File: src/rtl/ctrl_pkg.sv
// Shared constants and types for the multi-cycle control unit: opcode/funct
// encodings, ALUop codes, FSM state and instruction-class enums.
package ctrl_pkg;

  localparam logic [6:0] OP_R      = 7'b0100001;
  localparam logic [6:0] OP_I      = 7'b0001101;
  localparam logic [6:0] OP_LOAD   = 7'b0000011;
  localparam logic [6:0] OP_STORE  = 7'b0010111;
  localparam logic [6:0] OP_BRANCH = 7'b1100011;
  localparam logic [6:0] OP_JAL    = 7'b1101111;
  localparam logic [6:0] OP_JALR   = 7'b1000011;
  localparam logic [6:0] OP_LUI    = 7'b0100100;

  // funct3 selects the R-type operation; I-type reuses ADD/OR/AND codes
  localparam logic [2:0] F3_ADD = 3'b000;
  localparam logic [2:0] F3_SLL = 3'b001;
  localparam logic [2:0] F3_SLT = 3'b010;
  localparam logic [2:0] F3_OR  = 3'b011;
  localparam logic [2:0] F3_XOR = 3'b100;
  localparam logic [2:0] F3_SRL = 3'b101;
  localparam logic [2:0] F3_SUB = 3'b110;
  localparam logic [2:0] F3_AND = 3'b111;

  localparam logic [6:0] F7_BASE = 7'b0000000;

  localparam logic [2:0] ALU_ADD = 3'd0;
  localparam logic [2:0] ALU_SUB = 3'd1;
  localparam logic [2:0] ALU_AND = 3'd2;
  localparam logic [2:0] ALU_OR  = 3'd3;
  localparam logic [2:0] ALU_SLL = 3'd4;
  localparam logic [2:0] ALU_SRL = 3'd5;
  localparam logic [2:0] ALU_XOR = 3'd6;
  localparam logic [2:0] ALU_SLT = 3'd7;

  typedef enum logic [2:0] {
    S_FETCH  = 3'd0,
    S_DECODE = 3'd1,
    S_EXEC   = 3'd2,
    S_MEM    = 3'd3,
    S_WB     = 3'd4,
    S_TRAP   = 3'd5
  } state_t;

  typedef enum logic [2:0] {
    C_R      = 3'd0,
    C_I      = 3'd1,
    C_LOAD   = 3'd2,
    C_STORE  = 3'd3,
    C_BRANCH = 3'd4,
    C_JAL    = 3'd5,
    C_JALR   = 3'd6,
    C_LUI    = 3'd7
  } iclass_t;

  function automatic logic is_mem_state(input state_t s);
    return (s == S_FETCH) || (s == S_MEM);
  endfunction

endpackage

File: src/rtl/instr_decoder.sv
// Combinational decode of {opCode, funct3, funct7} into instruction class,
// ALUop and a legality flag.
module instr_decoder
  import ctrl_pkg::*;
#(
  parameter int ALUOP_W = 4
) (
  input  logic [6:0]         i_opcode,
  input  logic [2:0]         i_funct3,
  input  logic [6:0]         i_funct7,
  output iclass_t            o_class,
  output logic [ALUOP_W-1:0] o_aluop,
  output logic               o_legal
);

  logic [2:0] w_op;

  // Class, base ALU operation and legality lookup
  always_comb begin
    o_class = C_R;
    w_op    = ALU_ADD;
    o_legal = 1'b1;
    case (i_opcode)
      OP_R: begin
        o_class = C_R;
        if (i_funct7 != F7_BASE) begin
          o_legal = 1'b0;
        end else begin
          case (i_funct3)
            F3_ADD:  w_op = ALU_ADD;
            F3_SUB:  w_op = ALU_SUB;
            F3_AND:  w_op = ALU_AND;
            F3_OR:   w_op = ALU_OR;
            F3_XOR:  w_op = ALU_XOR;
            F3_SLT:  w_op = ALU_SLT;
            F3_SLL:  w_op = ALU_SLL;
            F3_SRL:  w_op = ALU_SRL;
            default: o_legal = 1'b0;
          endcase
        end
      end
      // funct7 carries immediate bits for I-type, so only funct3 is checked
      OP_I: begin
        o_class = C_I;
        case (i_funct3)
          F3_ADD:  w_op = ALU_ADD;
          F3_OR:   w_op = ALU_OR;
          F3_AND:  w_op = ALU_AND;
          default: o_legal = 1'b0;
        endcase
      end
      OP_LOAD:   o_class = C_LOAD;
      OP_STORE:  o_class = C_STORE;
      OP_JAL:    o_class = C_JAL;
      OP_JALR:   o_class = C_JALR;
      OP_BRANCH: begin
        o_class = C_BRANCH;
        w_op    = ALU_SUB;
      end
      OP_LUI: begin
        o_class = C_LUI;
        w_op    = ALU_SLL;
      end
      default: o_legal = 1'b0;
    endcase
  end

  assign o_aluop = ALUOP_W'(w_op);

endmodule

File: src/rtl/multicycle_control_unit.sv
// Multi-cycle FETCH/DECODE/EXEC/MEM/WB sequencer with memory timeout and traps.
// Optional `PERF_CNT_EN adds instret and stall_cnt performance counters.
module multicycle_control_unit
  import ctrl_pkg::*;
#(
  parameter int ALUOP_W     = 4,
  parameter int MEM_TIMEOUT = 16,
  parameter int TO_W        = 8
) (
  input  logic               clk,
  input  logic               reset,
  input  logic [6:0]         opCode,
  input  logic [2:0]         funct3,
  input  logic [6:0]         funct7,
  input  logic               mem_ready,
  input  logic               branch_taken,
  output logic               pcWrite,
  output logic               irWrite,
  output logic               memRead,
  output logic               memWrite,
  output logic               regWrite,
  output logic [ALUOP_W-1:0] ALUop,
  output logic [2:0]         state,
  output logic               illegal,
  output logic               mem_err
`ifdef PERF_CNT_EN
  ,
  output logic [31:0]        instret,
  output logic [31:0]        stall_cnt
`endif
);

  localparam logic [TO_W-1:0] TO_LIMIT = TO_W'(MEM_TIMEOUT);

  state_t             r_state;
  state_t             w_next;
  iclass_t            r_class;
  iclass_t            w_class;
  logic [ALUOP_W-1:0] r_aluop;
  logic [ALUOP_W-1:0] w_aluop;
  logic               w_legal;
  logic [TO_W-1:0]    r_to_cnt;
  logic               r_illegal;
  logic               r_mem_err;
  logic               w_mem_state;
  logic               w_timeout;
  logic               w_pc;
  logic               w_ir;
  logic               w_rd;
  logic               w_wr;
  logic               w_rg;

  instr_decoder #(.ALUOP_W(ALUOP_W)) u_dec (
    .i_opcode (opCode),
    .i_funct3 (funct3),
    .i_funct7 (funct7),
    .o_class  (w_class),
    .o_aluop  (w_aluop),
    .o_legal  (w_legal)
  );

  assign w_mem_state = is_mem_state(r_state);
  assign w_timeout   = w_mem_state && !mem_ready && (r_to_cnt == TO_LIMIT);

  // Next-state and strobe decode from the state register and latched class
  always_comb begin
    w_next = r_state;
    w_pc   = 1'b0;
    w_ir   = 1'b0;
    w_rd   = 1'b0;
    w_wr   = 1'b0;
    w_rg   = 1'b0;
    case (r_state)
      S_FETCH: begin
        w_rd = 1'b1;
        if (mem_ready) begin
          w_ir   = 1'b1;
          w_pc   = 1'b1;
          w_next = S_DECODE;
        end else if (w_timeout) begin
          w_next = S_TRAP;
        end else begin
          w_next = S_FETCH;
        end
      end
      S_DECODE: begin
        if (w_legal) begin
          w_next = S_EXEC;
        end else begin
          w_next = S_TRAP;
        end
      end
      S_EXEC: begin
        case (r_class)
          C_R, C_I, C_LUI:  w_next = S_WB;
          C_LOAD, C_STORE:  w_next = S_MEM;
          C_BRANCH: begin
            w_pc   = branch_taken;
            w_next = S_FETCH;
          end
          C_JAL, C_JALR: begin
            w_pc   = 1'b1;
            w_next = S_WB;
          end
          default:          w_next = S_TRAP;
        endcase
      end
      S_MEM: begin
        if (r_class == C_LOAD) begin
          w_rd = 1'b1;
        end else begin
          w_wr = 1'b1;
        end
        if (mem_ready) begin
          w_next = (r_class == C_LOAD) ? S_WB : S_FETCH;
        end else if (w_timeout) begin
          w_next = S_TRAP;
        end else begin
          w_next = S_MEM;
        end
      end
      S_WB: begin
        w_rg   = 1'b1;
        w_next = S_FETCH;
      end
      S_TRAP:  w_next = S_TRAP;
      default: w_next = S_TRAP;
    endcase
  end

  // Strobes are held low for the whole time reset is asserted
  assign pcWrite  = w_pc & ~reset;
  assign irWrite  = w_ir & ~reset;
  assign memRead  = w_rd & ~reset;
  assign memWrite = w_wr & ~reset;
  assign regWrite = w_rg & ~reset;
  assign ALUop    = r_aluop;
  assign state    = r_state;
  assign illegal  = r_illegal;
  assign mem_err  = r_mem_err;

  // State, latched decode, timeout counter and sticky trap flags
  always_ff @(posedge clk or posedge reset) begin
    if (reset) begin
      r_state   <= S_FETCH;
      r_class   <= C_R;
      r_aluop   <= '0;
      r_to_cnt  <= '0;
      r_illegal <= 1'b0;
      r_mem_err <= 1'b0;
    end else begin
      r_state <= w_next;
      if ((r_state == S_DECODE) && w_legal) begin
        r_class <= w_class;
        r_aluop <= w_aluop;
      end
      // Counter is zero whenever FETCH or MEM is entered
      if (w_mem_state && !mem_ready) begin
        r_to_cnt <= r_to_cnt + TO_W'(1);
      end else begin
        r_to_cnt <= '0;
      end
      if ((r_state == S_DECODE) && !w_legal) begin
        r_illegal <= 1'b1;
      end
      if (w_timeout) begin
        r_mem_err <= 1'b1;
      end
    end
  end

`ifdef PERF_CNT_EN
  logic [31:0] r_instret;
  logic [31:0] r_stall_cnt;

  // Retired-instruction and memory-stall counters; TRAP never satisfies either term
  always_ff @(posedge clk or posedge reset) begin
    if (reset) begin
      r_instret   <= 32'd0;
      r_stall_cnt <= 32'd0;
    end else begin
      if (((r_state == S_WB) || (r_state == S_EXEC) || (r_state == S_MEM)) &&
          (w_next == S_FETCH)) begin
        r_instret <= r_instret + 32'd1;
      end
      if (w_mem_state && !mem_ready) begin
        r_stall_cnt <= r_stall_cnt + 32'd1;
      end
    end
  end

  assign instret   = r_instret;
  assign stall_cnt = r_stall_cnt;
`endif

endmodule

File: config.mk
export PLATFORM = sky130hd
export DESIGN_NAME = multicycle_control_unit
export DESIGN_NICKNAME = d
export VERILOG_FILES = /design/src/rtl/ctrl_pkg.sv /design/src/rtl/instr_decoder.sv /design/src/rtl/multicycle_control_unit.sv
export SDC_FILE = /design/constraint.sdc
export NUM_CORES = 1
export LEC_CHECK = 0
export ABC_AREA = 1
export CAP_MARGIN = 20
export CORE_UTILIZATION = 52
export DETAILED_ROUTE_END_ITERATION = 12
export MAX_ROUTING_LAYER = met4
export PLACE_DENSITY = 0.84
export RECOVER_POWER = 50
export SETUP_SLACK_MARGIN = 0.02
export SLEW_MARGIN = 40
export SYNTH_ARGS = -nofsm -noshare
export SYNTH_HDL_FRONTEND = slang
export SYNTH_SLANG_ARGS = --single-unit
File: constraint.sdc
create_clock -name clk -period 3.25 [get_ports clk]
set_input_delay 0.65 -clock clk [delete_from_list [all_inputs] [get_ports clk]]
set_output_delay 0.65 -clock clk [all_outputs]
set_load 0.05 [all_outputs]
After elaboration in Yosys (flattened, before gate mapping)
Memory sizes are Yosys's and may differ from the RTL's.
Cells that the tools add are included.
{ "op_classes": {"addsub": 1, "eq_ne": 22, "n_mux": 25, "n_bitwise": 6, "n_reduce_logical": 16} }
{ "op_table": {"columns": ["operator", "count"], "rows": [
  ["$eq A7 B7 Y1 const B", 3],
  ["$mux W3", 7],
  ["$pmux W3 S7", 1],
  ["$eq A3 B3 Y1 const B", 6],
  ["$eq A3 B2 Y1 const B", 5],
  ["$pmux W3 S5", 1],
  ["$eq A7 B6 Y1 const B", 2],
  ["$pmux W3 S4", 1],
  ["$logic_not A3 Y1", 3],
  ["$pmux W3 S3", 1],
  ["$add A8 B1 Y8 const B", 1],
  ["$eq A8 B5 Y1 const B", 1],
  ["$mux W1", 8],
  ["$mux W8", 1],
  ["$eq A7 B2 Y1 const B", 1],
  ["$eq A7 B4 Y1 const B", 1],
  ["$eq A7 B5 Y1 const B", 1],
  ["$reduce_bool A7 Y1", 1],
  ["$eq A3 B1 Y1 const B", 2],
  ["$pmux W1 S2", 3],
  ["$reduce_or A6 Y1", 1],
  ["$and A1 B1 Y1", 5],
  ["$reduce_or A5 Y1", 1],
  ["$logic_and A1 B1 Y1", 4],
  ["7 further kinds", 9]
]} }
{ "totals": {"reg_bits": 19, "mem_bits_ro": 24, "inputBits": 21, "output_inout_bits": 14, "elab_cells": 77, "mem_count": 1} }
{ "memory_table": {"columns": ["memory", "depth", "width", "rd", "rd_clocked_by_memory_dff", "wr", "line_no", "rtl"], "rows": [
  ["(no name shown)", 8, 3, 1, 0, 0, "instr_decoder.sv:29", "case (i_funct3)"]
]} }

Longest topological paths before layout
Gate-level depths: netlist (run 1).
{ "logic_depth": {"ltp_word": 7, "depth_mapped": 11, "depth_no_buf": 11} }

By module
From an unflattened synthesis (run 1), not the netlist that was laid out.
{ "unflattened": {"hier_cells": 209, "hier_area_um2": 1423.9} }
{ "by_module_without_submodules": {"columns": ["module", "instances", "cells_each", "area_each_um2", "seq_area_each_um2"], "rows": [
  ["multicycle_control_unit", 1, 138, 1082.3, 500.5],
  ["instr_decoder", 1, 71, 341.6, 0.0]
]} }

Least setup slack after synthesis (run 1)
No wires, ideal clock.
{ "synth_path": {"kind": "register to output", "startpoint": "register r_state[0] (netlist: state[0])", "endpoint": "output port memRead", "arrival_time_ps": 1953, "required_ps": 2600, "setup_slack_ps": 647, "path_stages_with_launch": 5, "path_buffers": 0, "cell_sequence": "dfrtp_1 inv_1 nor3_4 nand2_1 a21oi_1"} }
{ "synth_via": {"elab_chain_cells": 3, "word_cells_on_any_way": 4} }
{ "synth_lines": {"columns": ["element", "line_no", "rtl"], "rows": [
  ["start, declared", "multicycle_control_unit.sv:35", "state_t r_state;"],
  ["start signal, assigned", "multicycle_control_unit.sv:152", "r_state <= w_next;"],
  ["$eq A3 B2 Y1 or $logic_not A3 Y1 (tied branches)", "multicycle_control_unit.sv:73", "case (r_state)"],
  ["$pmux W1 S2 (*)", "multicycle_control_unit.sv:73", null],
  ["$and A1 B1 Y1 (*)", "multicycle_control_unit.sv:134", "assign memRead = w_rd & ~reset;"],
  ["end, declared", "multicycle_control_unit.sv:19", "output logic memRead,"]
]} }
Mark *: on every way between the ends. The rest lies on a longest branch, timed or not.

Worst setup path after layout (run 1)
{ "layout_path": {"startpoint": "register r_state[2] (netlist: state[2])", "endpoint": "output port pcWrite"} }
{ "layout_via": {"elab_chain_cells": 3, "word_cells_on_any_way": 4} }
{ "layout_lines": {"columns": ["element", "line_no", "rtl"], "rows": [
  ["$eq A3 B2 Y1 or $logic_not A3 Y1 (tied branches)", "multicycle_control_unit.sv:73", null],
  ["$pmux W1 S2 (*)", "multicycle_control_unit.sv:73", null],
  ["$and A1 B1 Y1 (*)", "multicycle_control_unit.sv:132", "assign pcWrite = w_pc & ~reset;"],
  ["end, declared", "multicycle_control_unit.sv:17", "output logic pcWrite,"]
]} }
Marks and branches as above.

==> flow_summary.json, run 1 <==
{
  "num_vias": 1330,
  "dpl-instance-area_sq_mm": 0.001750,
  "n_fill_cell": 225,
  "drive_gt1_frac": 0.09465,
  "coreArea_sq_mm": 0.002477,
  "fin_nets": 269,
  "cp-start-kind": "register",
  "tightest_slew_ns": 0.7667,
  "p_leak_nw": 0.9010,
  "synth_top_area_frac": 0.3489,
  "row_count": 18,
  "cts_setup_buffers": 0,
  "vdd_drop_max_mv": 0.3416,
  "ctsHoldBuffers": 0,
  "setup_slack_ns": 0.2853,
  "clockBufferDepth": 2,
  "multiInputGateArea_sq_um": 737.0,
  "status": "finished clean",
  "final-seq-area_sq_um": 475.5,
  "period_needed_ns": 2.965,
  "drt_iter0_drc": 36,
  "io_pins": 35,
  "reg2reg_depth": 7,
  "root_buffer": "clkbuf_4",
  "final_area_sq_mm": 0.001763,
  "crit_arrival_ns": 2.31,
  "synth_top_cells_by_count": "nand2_1 (56), nor2_1 (37), inv_1 (31), dfrtp_1 (19), nand3_1 (19)",
  "io_buffer_count": 33,
  "synth.distinct_cells": 24,
  "synth-seq-cells": 19,
  "place.gp.congestion": 0.8515,
  "h-tree-depth": 1,
  "ctsResizeCount": 0,
  "die_h_um": 53.19,
  "slew_violations": 0,
  "end_kind": "primary output",
  "initial_core_util": 0.5500,
  "yosysWarnings": 0,
  "die_w_um": 53.19,
  "insertion_delay_ns": 0.30,
  "hold_slack_ns": 0.4744,
  "synth.area.top_cells": "dfrtp_1 (35%), nand2_1 (15%), nor2_1 (10%), inv_1 (8.5%), nand3_1 (7.0%)",
  "tns_ns": 0,
  "area_growth_pct": 29.38,
  "wl_per_cell_um": 10.05,
  "antenna_found_initial": 0,
  "synth.avg_cell_area_sq_um": 6.614,
  "min_path_cells": 1,
  "cp_max_fo": 7,
  "place_hpwl_mm": 2.303,
  "clock-sinks": 19,
  "pre_cts_ws_ns": 0.3472,
  "dieArea_sq_mm": 0.002829,
  "final-setup-viol-count": 0,
  "routed_via_density": 4.872,
  "ys.flop_type": "dfrtp_1",
  "layout.cells.non_filler": 273,
  "synthCells": 206,
  "numCtsBuffers": 3,
  "clk_pin_slew_ns": 0.11,
  "fmax_mhz": 337.3,
  "synth-async-reset-ratio": 1.000,
  "rsz0062_at_grt": "no",
  "track_usage": 0.2273,
  "synth_nets": 231,
  "grt_pass1_wl_mm": 4.540,
  "first_global_vias": 1125,
  "syn_area_sq_mm": 0.001363,
  "cp.required_ns": 2.60,
  "hp-class": "register to register",
  "drt-total-wl_mm": 2.744,
  "dp.cells": 269,
  "yosysMostFrequentCell": "nand2_1",
  "slew_headroom": 0.4889,
  "crit_type": "register to primary output",
  "antenna_cells": 0,
  "yosysTopAreaCell": "dfrtp_1",
  "synth-edff-count": 0,
  "grt_max_degree": 16,
  "ys_seq_area_frac": 0.3489,
  "finalCritPeriodShare": 0.9122,
  "p_per_area_mw_per_mm2": 452.3,
  "grt_remaining_overflow": 0,
  "ant_nets": 0,
  "cap_violations": 0,
  "cts_tree": "yes",
  "drc_errors": 0,
  "timing.final.hold_violations": 0,
  "drtPass1Iterations": 4,
  "finClkSkew_ns": 0.003460
}
## layer usage
metal	GRT usage	vias up	wire length, um
li1	-	709	-
met1	0.2929	585	1390
met2	0.3671	34	1218
met3	0.03736	2	115
met4	0.06579	0	20
met5	-	-	0
## where the power goes
group          internal [mW]  switching (mW)  total, mW  leakage [nW]
Combinational          0.129           0.246      0.374         0.629
Sequential             0.263          0.0376      0.300         0.254
Clock                 0.0458          0.0770      0.123        0.0177
Total                  0.437           0.360      0.797         0.901
## registers in the layout, indices dropped and copies added, names as in the netlist
name,count
state,3
illegal,1
r_class,3
mem_err,1
ALUop,3
r_to_cnt,8
## cells in the final DEF, fill, tap and decap left out, types with 4 or more instances in the layout
master	n
nor2_1	37
nor3_1	4
inv_1	31
nand2_1	56
dfrtp_1	19
clkdlybuf4s50_1	30
a21oi_1	6
ha_1	4
nand3_1	19
nor2_2	5
## final timing paths
kind | start | to | slack [ns]
worst max-delay path | state[2] | pcWrite | 0.29
worst min-delay path | mem_err | mem_err | 0.47
worst max register to register | state[1] | r_to_cnt[7] | 1.37
worst min register to register | mem_err | mem_err | 0.47
max in group asynchronous | reset | r_to_cnt[7] | 1.52
min in group asynchronous | reset | r_class[1] | 0.77
## worst max-delay path, cell delays in order (launching register included)
cell and delay (ns):
dfrtp_1 0.51, nor3_1 0.40, nand4_1 0.15, a21oi_1 0.15, clkdlybuf4s50_1 0.81
## final cells by class
type | instances | share of cell area
Inverter | 35 | 0.07452
Clock inverter | 1 | 0.002839
Tap cell | 30 | 0.02129
Clock buffer | 3 | 0.01278
Multi-Input combinational cell | 151 | 0.4180
Sequential cell | 19 | 0.2697
Timing Repair Buffer | 34 | 0.2009
## metrics by stage
step / util / power, mW
6_report: 0.7116 / 0.7974
5_1_grt: 0.7116 / 0.8499
4_1_cts: 0.7177 / 0.8133
3_5_place_dp: 0.7066 / 0.6906
3_3_place_gp: 0.7066 / 0.6818
2_1_floorplan: - / 0.5617
## cell families after synthesis
| logic type | Yosys count | share of synthesized area |
|---|---|---|
| AND/OR/NAND/NOR | 132 | 0.4426 |
| buffers and inverters | 36 | 0.1019 |
| flip-flops | 19 | 0.3489 |
| AO/OA/AOI/OAI | 14 | 0.06704 |
| adder cells (fa/ha/maj) | 4 | 0.03673 |
| other | 1 | 0.002752 |
Power figures use the tool's default switching activity.
==> run 2, diff against run 1 <==
Settings changed: ABC_CLOCK_PERIOD_IN_PS from default to 3250, MAX_ROUTING_LAYER met4 to default.
==> flow_summary.json, run 2 (synthesized netlist as in run 1, its figures left out) <==
{
  "status": "finished clean",
  "path_cells": "nor3_1 -> nand4_1 -> a21oi_1 -> clkdlybuf4s50_1",
  "drt_iter0_drc": 36,
  "final_area_sq_mm": 0.001763,
  "drtPass1Iterations": 4,
  "ctsResizeCount": 0,
  "layout.cells.non_filler": 273,
  "die_w_um": 53.19,
  "drc_errors": 0,
  "antenna_cells": 0,
  "timing.final.hold_violations": 0,
  "place.gp.congestion": 0.8385,
  "drive_gt1_frac": 0.09465,
  "end_kind": "primary output",
  "row_count": 18,
  "setup_slack_ns": 0.2872,
  "grt_max_degree": 16,
  "multiInputGateArea_sq_um": 737.0,
  "num_vias": 1330,
  "hold_slack_ns": 0.4744,
  "routed_via_density": 4.872,
  "p_comb_frac": 0.469,
  "vdd_drop_max_mv": 0.3417,
  "p_switching_mw": 0.3604,
  "clock-sinks": 19,
  "fin_nets": 269,
  "largest_register_ffs": 8,
  "min_path_cells": 1,
  "dieArea_sq_mm": 0.002829,
  "slowest_delay_ns": 0.81,
  "crit_arrival_ns": 2.31,
  "period_needed_ns": 2.963,
  "hp-class": "register to register",
  "finalCritPeriodShare": 0.9116,
  "switching_share": 0.4520,
  "ant_nets": 0,
  "cap_violations": 0,
  "tns_ns": 0,
  "final-setup-viol-count": 0,
  "cp_max_fo": 7,
  "io_pins": 35,
  "cts_tree": "yes",
  "clockBufferDepth": 2,
  "h-tree-depth": 1,
  "cp_slowest_cell": "clkdlybuf4s50_1",
  "final_common_cell": "nand2_1",
  "crit_type": "register to primary output",
  "clk_pin_slew_ns": 0.11,
  "io_buffer_count": 33,
  "power_mw": 0.7974,
  "p_per_area_mw_per_mm2": 452.3,
  "cp.required_ns": 2.60,
  "internal_power_mw": 0.4370,
  "top_register": "r_to_cnt",
  "fmax_mhz": 337.5,
  "reg2reg_slack_ns": 1.37,
  "track_usage": 0.2215,
  "cts_setup_buffers": 0,
  "die_h_um": 53.19,
  "min_to": "mem_err",
  "insertion_delay_ns": 0.30,
  "pre_cts_ws_ns": 0.3472,
  "dpl-instance-area_sq_mm": 0.001750,
  "root_buffer": "clkbuf_4",
  "first_global_vias": 1124,
  "p_leak_nw": 0.9010,
  "drt-total-wl_mm": 2.738,
  "area_growth_pct": 29.38,
  "n_fill_cell": 225,
  "antenna_found_initial": 0,
  "final_cell_mix": "nand2_1 (56), nor2_1 (37), inv_1 (31)",
  "layout.core_utilization": 0.7116,
  "ctsHoldBuffers": 0,
  "p_seq_frac": 0.377,
  "coreArea_sq_mm": 0.002477,
  "worstReg2RegEnd": "r_to_cnt[7]",
  "grt_pass1_wl_mm": 4.540,
  "initial_core_util": 0.5500,
  "min_from": "mem_err",
  "clkPwrFrac": 0.154,
  "cp-start-kind": "register",
  "reg2reg_depth": 7,
  "tightest_slew_ns": 0.7671,
  "r2r_start": "state[1]",
  "place_hpwl_mm": 2.303,
  "numCtsBuffers": 3,
  "finClkSkew_ns": 0.003437,
  "final-seq-area_sq_um": 475.5,
  "rsz0062_at_grt": "no",
  "grt_remaining_overflow": 0,
  "slew_violations": 0,
  "slew_headroom": 0.4886,
  "wl_per_cell_um": 10.03,
  "dp.cells": 269
}
-- run 2: worst max path at each step --
stage,end,slack (ns),from,cells past startpoint
2_1_floorplan,memRead,0.65,state[0],4
3_5_place_dp,pcWrite,0.35,branch_taken,6
5_1_grt,pcWrite,0.20,state[2],4
6_report,pcWrite,0.29,state[2],4
4_1_cts,pcWrite,0.27,state[2],4
3_3_place_gp,pcWrite,0.38,branch_taken,6
-- run 2: power groups by stage --
stage,combinational [mW],clock (mW),sequential (mW)
detailed placement,0.385,0,0.306
global route,0.407,0.137,0.306
CTS,0.386,0.127,0.301
finish,0.374,0.123,0.300
floorplan,0.213,0,0.349
global placement,0.377,0,0.305
-- run 2: area by class of cell --
class | count | area share
multi-input combinational | 151 | 0.4180
tap | 30 | 0.02129
sequential | 19 | 0.2697
inverter | 35 | 0.07452
clock inverter | 1 | 0.002839
clock buffer | 3 | 0.01278
timing repair buffer | 34 | 0.2009
-- run 2: layer usage --
layer  global-route usage  vias to the layer above  part of all wire
met5                    0                        -                 0
met4              0.06579                        0            0.0066
met3              0.03736                        2             0.041
met2               0.3671                       34              0.45
met1               0.2929                      585              0.51
li1                     -                      709                 -
-- run 2: critical path: cells and delay by family, from the launching register on --
family,cells,cell delay (ns)
AND/OR/NAND/NOR,2,0.54
flip-flops,1,0.51
buffers and inverters,1,0.81
AO/OA/AOI/OAI,1,0.15
==> run 3, diff against run 2 <==
Settings changed: ABC_AREA 1 to default, PLACE_DENSITY 0.84 to 0.85.
==> flow_summary.json, run 3 <==
{
  "antenna_cells": 0,
  "min_path_cells": 1,
  "grt_remaining_overflow": 0,
  "wl_per_cell_um": 14.78,
  "synth_top_family_by_area": "simple AND/OR/NAND/NOR gates",
  "crit_type": "input port to primary output",
  "insertion_delay_ns": 0.30,
  "grtUsageMet1": 0.3327,
  "synth.distinct_cells": 49,
  "routed_via_density": 5.799,
  "synth-edff-count": 0,
  "row_count": 17,
  "die_h_um": 52.48,
  "tightest_slew_ns": 1.005,
  "final_area_sq_mm": 0.001704,
  "synth_top_area_frac": 0.3588,
  "h-tree-depth": 1,
  "min_to": "mem_err",
  "num_vias": 1212,
  "synth-async-reset-ratio": 1.000,
  "synthAdderAreaFrac": 0.03777,
  "synth-compound-area-share": 0.1662,
  "ys_seq_area_frac": 0.3588,
  "slew_headroom": 0.3300,
  "fin_nets": 207,
  "synth.area.mux_share": 0.05760,
  "reg2reg_depth": 4,
  "clk_pin_slew_ns": 0.11,
  "track_usage": 0.2622,
  "vdd_drop_max_mv": 0.2472,
  "drive_gt1_frac": 0.08840,
  "ctsResizeCount": 0,
  "grt_pass1_wl_mm": 5.264,
  "path_delay_family": "buffers and inverters",
  "synth-seq-cells": 19,
  "ys.flop_type": "dfrtp_1",
  "top_usage_layer": "met2",
  "yosysMostFrequentCell": "dfrtp_1",
  "timing.final.hold_violations": 0,
  "synth.avg_cell_area_sq_um": 8.893,
  "synth-xor-area-share": 0.05288,
  "synth.area.top_cells": "dfrtp_1 (36%), nor2_1 (4.5%), ha_1 (3.8%), nand3_1 (3.8%), mux2_4 (3.4%)",
  "worstReg2RegEnd": "ALUop[0]",
  "min_from": "mem_err",
  "io_buffer_count": 33,
  "yosysWarnings": 0,
  "crit_arrival_ns": 2.37,
  "end_kind": "primary output",
  "grt_max_degree": 20,
  "io_pins": 35,
  "synth_top_cells_by_count": "dfrtp_1 (19), nor2_1 (16), inv_1 (11), nand3_1 (10), nand2_1 (8)",
  "ctsHoldBuffers": 0,
  "cp_max_fo": 4,
  "drt_iter0_drc": 39,
  "tns_ns": 0,
  "reg2reg_slack_ns": 1.64,
  "syn_area_sq_mm": 0.001325,
  "grt_util_met3": 0.04348,
  "cp-start-kind": "input port",
  "timing.critical_path.buf_inv": 2,
  "die_w_um": 52.48,
  "synthCells": 149,
  "period_needed_ns": 3.020,
  "p_leak_nw": 0.7367,
  "dpl-instance-area_sq_mm": 0.001680,
  "cap_violations": 0,
  "status": "finished clean",
  "initial_core_util": 0.5768,
  "synth_simple_gate_area_share": 0.2710,
  "met2_usage": 0.4473,
  "r2r_start": "state[1]",
  "largest_register_ffs": 8,
  "drt-total-wl_mm": 3.089,
  "finClkSkew_ns": 0.002993,
  "top_register": "r_to_cnt",
  "place_hpwl_mm": 2.374,
  "finalCritPeriodShare": 0.9293,
  "root_buffer": "clkbuf_4",
  "rsz0062_at_grt": "no",
  "dieArea_sq_mm": 0.002754,
  "coreArea_sq_mm": 0.002297,
  "place.gp.congestion": 0.8584,
  "layout.core_utilization": 0.7418,
  "slowest_delay_ns": 0.85,
  "final-setup-viol-count": 0,
  "first_global_vias": 1192,
  "antenna_found_initial": 0,
  "synth_nets": 174,
  "slew_violations": 0,
  "clockBufferDepth": 2,
  "cts_setup_buffers": 0,
  "hp-class": "register to register",
  "yosysTopAreaCell": "dfrtp_1",
  "final_common_cell": "clkdlybuf4s50_1",
  "p_per_area_mw_per_mm2": 250.6,
  "cp.required_ns": 2.60,
  "final_cell_mix": "clkdlybuf4s50_1 (28), dfrtp_1 (19), nor2_1 (16)",
  "path_cells": "dlygate4sd3_1 -> nand2_1 -> nor3_1 -> clkdlybuf4s50_1",
  "drc_errors": 0,
  "fmax_mhz": 331.1,
  "numCtsBuffers": 3,
  "drtPass1Iterations": 4,
  "area_growth_pct": 28.61,
  "cts_tree": "yes",
  "clock-sinks": 19,
  "power_mw": 0.4271,
  "cp_slowest_cell": "clkdlybuf4s50_1",
  "ant_nets": 0
}
run 3: changes by cell type after synthesis, moves of 4 or more:
| cell | delta |
|---|---|
| nand2_1 | -48 |
| nor2_1 | -21 |
| inv_1 | -20 |
| nand3_1 | -9 |
| nor2_2 | -5 |
| o21ai_0 | +5 |
| xor2_1 | +5 |
| and3_1 | +4 |
| inv_2 | -4 |
| nor4_1 | +4 |
run 3: worst max-delay path by stage:
stage	start	endpoint	slack, ns	depth (start not counted)
6_report	mem_ready	irWrite	0.23	4
5_1_grt	mem_ready	irWrite	0.20	4
4_1_cts	mem_ready	irWrite	0.30	4
3_5_place_dp	mem_ready	irWrite	0.31	4
3_3_place_gp	mem_ready	irWrite	0.43	4
2_1_floorplan	state[1]	pcWrite	0.03	3
run 3: power breakdown:
part           total (mW)  switching [mW]  internal (mW)
sequential          0.239         0.00121          0.237
clock               0.122          0.0761         0.0459
combinational      0.0665          0.0323         0.0341
run 3: final cells by class:
class                           instances  area (sq um)
Inverter                               11         41.29
Clock inverter                          1         5.005
Timing Repair Buffer                   34         339.1
Sequential cell                        19         475.5
Clock buffer                            3         22.52
Tap cell                               28         35.03
Multi-Input combinational cell        113         785.8
Fill cell                             180         593.1
run 3: logic make-up (layout without fill, tap and decap cells):
family | count (synthesis) | in the layout
simple gates | 64 | 64
compound gates | 30 | 30
flops | 19 | 19
buf+inv | 17 | 49
xor+xnor | 8 | 8
mux | 6 | 6
fa+ha+maj | 4 | 4
other cells | 1 | 1
run 3: per-stage QoR:
step	std cells	hold slack, ns	setup WS, ns
3_5_place_dp	205	0.4623	0.3069
2_1_floorplan	149	0.4874	0.03331
4_1_cts	209	0.4962	0.3032
5_1_grt	209	0.5182	0.1994
6_report	209	0.4909	0.2298
3_3_place_gp	205	0.4542	0.4312
run 3: worst register-to-register path: stages, from the launching register on:
cell      delay, ns
dfrtp_1        0.56
nor2_1         0.19
nand2_1        0.14
o21bai_4       0.29
mux2_4         0.32
run 3: per-layer routing:
metal | wire (um) | part of all wire
met3 | 139 | 0.045
met2 | 1547 | 0.50
met1 | 1386 | 0.45
met5 | 0 | 0
met4 | 17 | 0.0055
